===== src/rtl/vga_pkg.sv =====
// Shared frame-buffer geometry defaults, issue-state encoding and the
// buffered write entry type.
package vga_pkg;

  localparam int unsigned H_PIXELS = 50;
  localparam int unsigned V_PIXELS = 25;
  localparam int unsigned H_BITS   = 7;
  localparam int unsigned V_BITS   = 5;
  localparam int unsigned ADDR_W   = 11;
  localparam int unsigned DATA_W   = 8;

  typedef enum logic [1:0] {
    S_IDLE,
    S_RD,
    S_WR
  } issue_state_e;

  typedef struct packed {
    logic [ADDR_W-1:0] addr;
    logic [DATA_W-1:0] data;
  } fb_wr_t;

endpackage


===== src/rtl/vga_wr_fifo.sv =====
// Synchronous FIFO of frame-buffer write entries; push/pop are ignored when
// full/empty respectively.
module vga_wr_fifo
  import vga_pkg::*;
#(
  parameter int unsigned DEPTH = 4
) (
  input  logic                   clk,
  input  logic                   rst,
  input  logic                   push_i,
  input  fb_wr_t                 din_i,
  input  logic                   pop_i,
  output fb_wr_t                 dout_o,
  output logic                   full_o,
  output logic                   empty_o,
  output logic [$clog2(DEPTH):0] level_o
);

  localparam int unsigned AW = $clog2(DEPTH);

  fb_wr_t        mem_q [DEPTH];
  logic [AW-1:0] wr_ptr_q, rd_ptr_q;
  logic [AW:0]   count_q;
  logic          do_push, do_pop;

  assign full_o  = (count_q == (AW+1)'(DEPTH));
  assign empty_o = (count_q == '0);
  assign level_o = count_q;
  assign dout_o  = mem_q[rd_ptr_q];
  assign do_push = push_i && !full_o;
  assign do_pop  = pop_i && !empty_o;

  always_ff @(posedge clk) begin
    if (do_push) mem_q[wr_ptr_q] <= din_i;
  end

  // Pointers wrap naturally because DEPTH is a power of two.
  always_ff @(posedge clk) begin
    if (rst) begin
      wr_ptr_q <= '0;
      rd_ptr_q <= '0;
      count_q  <= '0;
    end else begin
      if (do_push) wr_ptr_q <= wr_ptr_q + 1'b1;
      if (do_pop)  rd_ptr_q <= rd_ptr_q + 1'b1;
      count_q <= count_q + {{AW{1'b0}}, do_push} - {{AW{1'b0}}, do_pop};
    end
  end

endmodule


===== src/rtl/vga_fb_arbiter.sv =====
// Single-port frame-buffer arbiter: display reads win whenever disp_ena is
// sampled high, buffered writes drain in the remaining cycles.
module vga_fb_arbiter #(
  parameter int unsigned H_PIXELS   = vga_pkg::H_PIXELS,
  parameter int unsigned V_PIXELS   = vga_pkg::V_PIXELS,
  parameter int unsigned H_BITS     = vga_pkg::H_BITS,
  parameter int unsigned V_BITS     = vga_pkg::V_BITS,
  parameter int unsigned ADDR_W     = vga_pkg::ADDR_W,
  parameter int unsigned DATA_W     = vga_pkg::DATA_W,
  parameter int unsigned FIFO_DEPTH = 4,
  parameter int unsigned STALL_W    = 16
) (
  input  logic                        clk,
  input  logic                        rst,
  input  logic                        disp_ena,
  input  logic [H_BITS-1:0]           col,
  input  logic [V_BITS-1:0]           row,
  input  logic                        wr_valid,
  output logic                        wr_ready,
  input  logic [ADDR_W-1:0]           wr_addr,
  input  logic [DATA_W-1:0]           wr_data,
  output logic                        mem_en,
  output logic                        mem_we,
  output logic [ADDR_W-1:0]           mem_addr,
  output logic [DATA_W-1:0]           mem_wdata,
  input  logic [DATA_W-1:0]           mem_rdata,
  output logic                        pix_valid,
  output logic [DATA_W-1:0]           pix_data,
  output logic                        frame_start,
  output logic [$clog2(FIFO_DEPTH):0] fifo_level,
  output logic [STALL_W-1:0]          wr_stall_cnt
);

  import vga_pkg::*;

  localparam int unsigned LW = $clog2(FIFO_DEPTH) + 1;

  if (H_PIXELS * V_PIXELS > 2**ADDR_W) begin : g_bad_geometry
    $error("frame buffer does not fit in ADDR_W address bits");
  end
  if (FIFO_DEPTH < 2 || (FIFO_DEPTH & (FIFO_DEPTH - 1)) != 0) begin : g_bad_depth
    $error("FIFO_DEPTH must be a power of two, at least 2");
  end

  issue_state_e      state_q, state_d;
  logic              mem_en_q, mem_en_d, mem_we_q, mem_we_d;
  logic [ADDR_W-1:0] mem_addr_q, mem_addr_d;
  logic [DATA_W-1:0] mem_wdata_q, mem_wdata_d;
  logic              wr_ready_q, rd_d1_q, pix_valid_q, frame_q;
  logic [DATA_W-1:0] pix_data_q;
  logic [STALL_W-1:0] stall_q;

  fb_wr_t            push_ent, head;
  logic              fifo_full, fifo_empty, push, pop;
  logic [LW-1:0]     level, level_next;

  assign push_ent   = '{addr: wr_addr, data: wr_data};
  assign push       = wr_valid && wr_ready_q && !fifo_full;
  assign pop        = !disp_ena && !fifo_empty;
  assign level_next = level + LW'(push) - LW'(pop);

  vga_wr_fifo #(.DEPTH(FIFO_DEPTH)) u_fifo (
    .clk     (clk),
    .rst     (rst),
    .push_i  (push),
    .din_i   (push_ent),
    .pop_i   (pop),
    .dout_o  (head),
    .full_o  (fifo_full),
    .empty_o (fifo_empty),
    .level_o (level)
  );

  always_comb begin
    state_d     = S_IDLE;
    mem_en_d    = 1'b0;
    mem_we_d    = 1'b0;
    mem_addr_d  = mem_addr_q;
    mem_wdata_d = mem_wdata_q;
    if (disp_ena) begin
      state_d    = S_RD;
      mem_en_d   = 1'b1;
      mem_addr_d = ADDR_W'(32'(row) * 32'(H_PIXELS) + 32'(col));
    end else if (!fifo_empty) begin
      state_d     = S_WR;
      mem_en_d    = 1'b1;
      mem_we_d    = 1'b1;
      mem_addr_d  = head.addr;
      mem_wdata_d = head.data;
    end
  end

  // pix_valid trails the read issue by two edges: RAM sample, then capture.
  always_ff @(posedge clk) begin
    if (rst) begin
      state_q     <= S_IDLE;
      mem_en_q    <= 1'b0;
      mem_we_q    <= 1'b0;
      mem_addr_q  <= '0;
      mem_wdata_q <= '0;
      wr_ready_q  <= 1'b1;
      rd_d1_q     <= 1'b0;
      pix_valid_q <= 1'b0;
      pix_data_q  <= '0;
      frame_q     <= 1'b0;
      stall_q     <= '0;
    end else begin
      state_q     <= state_d;
      mem_en_q    <= mem_en_d;
      mem_we_q    <= mem_we_d;
      mem_addr_q  <= mem_addr_d;
      mem_wdata_q <= mem_wdata_d;
      wr_ready_q  <= (level_next != LW'(FIFO_DEPTH));
      rd_d1_q     <= (state_q == S_RD);
      pix_valid_q <= rd_d1_q;
      if (rd_d1_q) pix_data_q <= mem_rdata;
      frame_q     <= disp_ena && (row == '0) && (col == '0);
      if (wr_valid && !wr_ready_q && (stall_q != '1)) stall_q <= stall_q + 1'b1;
    end
  end

  assign wr_ready     = wr_ready_q;
  assign mem_en       = mem_en_q;
  assign mem_we       = mem_we_q;
  assign mem_addr     = mem_addr_q;
  assign mem_wdata    = mem_wdata_q;
  assign pix_valid    = pix_valid_q;
  assign pix_data     = pix_data_q;
  assign frame_start  = frame_q;
  assign fifo_level   = level;
  assign wr_stall_cnt = stall_q;

endmodule

===== config.mk =====
export PLATFORM = sky130hd
export DESIGN_NAME = vga_fb_arbiter
export DESIGN_NICKNAME = d
export VERILOG_FILES = /design/src/rtl/vga_pkg.sv /design/src/rtl/vga_wr_fifo.sv /design/src/rtl/vga_fb_arbiter.sv
export SDC_FILE = /design/constraint.sdc
export NUM_CORES = 1
export LEC_CHECK = 0
export ABC_AREA = 1
export CAP_MARGIN = 20
export CORE_AREA = 8 8 117 119
export DETAILED_ROUTE_END_ITERATION = 16
export DIE_AREA = 0 0 125 127
export GPL_TIMING_DRIVEN = 0
export PLACE_DENSITY = 0.78
export SLEW_MARGIN = 15
export SYNTH_ARGS = -nofsm -noshare
export SYNTH_HDL_FRONTEND = slang
export SYNTH_SLANG_ARGS = --single-unit

===== constraint.sdc =====
create_clock -name clk -period 3.5 [get_ports clk]
set_clock_uncertainty 0.2 [all_clocks]
set_input_delay 0.7 -clock clk [delete_from_list [all_inputs] [get_ports clk]]
set_output_delay 0.7 -clock clk [all_outputs]
set_load 0.1 [all_outputs]

==> results.toml, run 1 <==
[status]
status = "finished, final reports clean"

[layout]
syn2layout_area_growth_pct = 27.9
seq_area_mm2 = 0.00346
final_nets = 847
num_antenna_cells = 0
n_fill_cell = 926
multi_input_area_mm2 = 0.00244
fin_util_pct = 67.5
drive_above_1_share_pct = 8.85

[yosys]
syn_nets = 732
synth_compound_area_share_pct = 11.4
ys_warn_count = 0
yosysSeqAreaShare_pct = 55.5
async_flop_share_pct = 0
synth_edf_count = 76
synth.avg_cell_area_um2 = 9.56
synth-xor-area-share_pct = 1.97
syn-cell-area_mm2 = 0.00624
synth_top_family_by_area = "simple AND/OR/NAND/NOR gates"
synth_mux_area_share_pct = 0
syn_inst = 652
synth_adder_area_share_pct = 7.91
synthFlopType = "edfxtp_1"
ys_types = 42
synth_simple_gate_area_share_pct = 17.5
synth-seq-cells = 135

[worst_setup_path]
startpoint = "row[1]"
r2r_start = "u_fifo.level_o[1]"
path_common_cell = "nand2_1"
path_class = "in2reg"
cp-end-kind = "flip-flop"
slowest_stage = "fa_1"
critPathMaxStageDelay_ns = 0.49
worst_setup_path_start_kind = "primary input"
path_max_fanout = 5
crit_chain = "dlygate4sd2_1 -> inv_1 -> ha_1 -> ha_1 -> ha_1 -> fa_1 -> ha_4 -> nand3_1 -> nor2_1 -> nand2_1 -> nand2_1 -> nand2_1 -> nand2_1 -> nand3_1 -> nand2_1 -> inv_1"
cp_data_arrival_time_ns = 3.38
required_ns = 3.62
crit_family = "adder cells"
critPathBufInv = 3

[routing]
wl_um = 14900
wl_per_cell_um = 16.1
wl_met2_um = 7440
drt-pass1-iter-count = 5
drtAntennaViolNets = 0
drtIter0Drc = 348
wl_met3_um = 845
drcViolationCount = 0
num_vias = 4981
met1Wirelength_um = 6450
viasPerCell = 5.37
maxUsedRoutingLayer = "met4"

[floorplan]
design.core.area_mm2 = 0.0118
die_y_um = 127
io_pins = 94
start_util_pct = 52.8
die_x_um = 125
dieArea_mm2 = 0.0159
placementRows = 40

[pwr]
irDropWorstVdd_v = 0.000679
p_leak_nw = 3.12
fin_total_pwr_mw = 5.84
p_per_area_mw_per_mm2 = 733

[placement]
portBuffers = 92
hpwlAfterDp_um = 10800
place_ws_ns = -0.500
gp_congestion = 0.933

[global_routing]
antenna_found_initial = 0
grt-ovfl-total = 0
grt_usage_pct = 19.1
grt_pass1_wl_um = 24200
first_global_vias = 4964
grt_max_degree = 17

[timing]
slew_headroom_pct = 33.1
whs_ns = 0.242
fmax_ghz = 0.306
setup_ws_ns = 0.233
grt_setup_unrepaired = "false"
min_period_ns = 3.27
finalHoldViolations = 0
setup_viol = 0
worst_slew_pin_slew_ns = 1.00
fin_crit_sh_pct = 93.3
finalMaxSlewViolations = 0

[clock_tree]
clockBufferDepth = 2
clkTransAtPathRegs_ns = 0.06
clk_latency_ns = 0.41
clock_sinks = 135
numCtsBuffers = 17
tritoncts = "done"
ctsHoldBuffers = 0
cts_root_buf = "clkbuf_16"
cts-htree-levels = 4

[worst_hold_path]
min_from = "state_q[0]"
hp-class = "reg2reg"

[run]
max_cap_violations = 0
[cell usage after synthesis, types with 7 or more instances]
cell type,n,share of area [%]
nor2_1,116,7.0
nand2_1,87,5.2
edfxtp_1,76,37
o21ai_0,65,5.2
dfxtp_1,59,19
inv_1,57,3.4
ha_1,33,6.6
nand3_1,26,2.1
a21oi_1,17,1.4
a31oi_1,15,1.5
buf_2,10,0.80
clkbuf_1,8,0.48
o211ai_1,8,0.96
xor2_1,8,1.1
a21oi_2,7,0.98
nor3_1,7,0.56
[per-layer routing]
metal	up-vias	GRT usage, %
li1	2452	-
met1	2368	22.2
met2	141	33.2
met3	20	5.07
met4	0	7.23
met5	-	0
[sequential cells by signal (all words and copies together) (netlist names), named ones only]
name / flops
u_fifo.rd_ptr_q: 2
wr_stall_cnt: 16
u_fifo.level_o: 3
mem_addr: 11
wr_ready: 1
mem_wdata: 8
frame_start: 1
pix_valid: 1
rd_d1_q: 1
u_fifo.mem_q: 76
u_fifo.wr_ptr_q: 2
mem_en: 1
state_q: 2
pix_data: 8
[logic make-up after synthesis]
group,after synthesis
flops,135
compound gates,124
simple gates,258
fa+ha+maj,37
xor+xnor,14
buf+inv,84
[per-stage QoR]
stage	instances	setup TNS, ns	instance area [um2]
after detailed placement	895	-1.96	7420
final	927	0	7980
after CTS	927	0	7970
after global routing	927	0	7980
after global placement	891	-24.23	7340
after floorplan	652	0	6240
[area by class of cell]
class                           count  area share [%]
Buffer                             23            1.63
Clock buffer                       21            5.77
Clock inverter                     11            1.02
Inverter                           61            2.87
Multi-Input combinational cell    433            30.5
Sequential cell                   135            43.4
Tap cell                          147            2.31
Timing Repair Buffer               96            12.4
[worst paths after layout]
kind	end	slack [ns]	cells after the start
hold / removal	rd_d1_q	0.24	2
hold reg to reg	rd_d1_q	0.24	2
setup / recovery	mem_addr[10]	0.23	16
setup reg to reg	wr_ready	0.79	11
[tightest hold or removal path: cells and delay by family (launching register included)]
| family | cells | cell delay (ns) |
|---|---|---|
| flip-flops | 1 | 0.29 |
| AND/OR/NAND/NOR | 2 | 0.10 |
[placed cells by master, fill, tap and decap left out, types with 2 or more instances in the layout]
cell,Yosys,routed
nor2_1,116,112
clkdlybuf4s50_1,0,90
nand2_1,87,87
edfxtp_1,76,76
o21ai_0,65,65
dfxtp_1,59,59
inv_1,57,57
ha_1,33,32
nand3_1,26,26
a21oi_1,17,17
clkbuf_16,0,17
a31oi_1,15,15
buf_2,10,10
clkbuf_1,8,10
o211ai_1,8,8
xor2_1,8,8
nor3_1,7,7
a21oi_2,7,7
nand4_1,6,6
clkinv_1,2,6
xnor2_1,6,6
nor2_2,1,5
o22ai_1,5,5
nand2_2,4,4
fa_1,4,4
clkinv_2,0,4
o21bai_1,3,3
inv_2,2,2
buf_4,2,2
nand3_2,2,2
buf_6,1,2
or2_2,2,2
clkbuf_8,0,2
buf_8,0,2
[power by group]
part	internal, mW	total (mW)	switching (mW)	leakage, nW
clock	0.998	1.62	0.625	0.267
sequential	1.97	2.09	0.127	1.18
combinational	0.600	2.13	1.53	1.67
total	3.56	5.84	2.28	3.12
[timing repair]
action / 4_1_cts / 5_1_grt
resized for setup: 2 / 1
setup endpoints to repair: 3 / 4
buffers inserted: 0 / 0
hold endpoints to repair: 0 / 0
pin swaps: 0 / 0
Note: power is estimated with default switching activity, not from simulation.
==> run 2, diff against run 1 <==
CTS_CLUSTER_SIZE = 14   (was unset)
==> results of run 2 <==
No change in the layout: final DEF, timing and power equal those of run 1.
==> run 3, diff against run 2 <==
GPL_ROUTABILITY_DRIVEN = 1   (was unset)
==> results of run 3 <==
No change in the layout: final DEF, timing and power equal those of run 1.
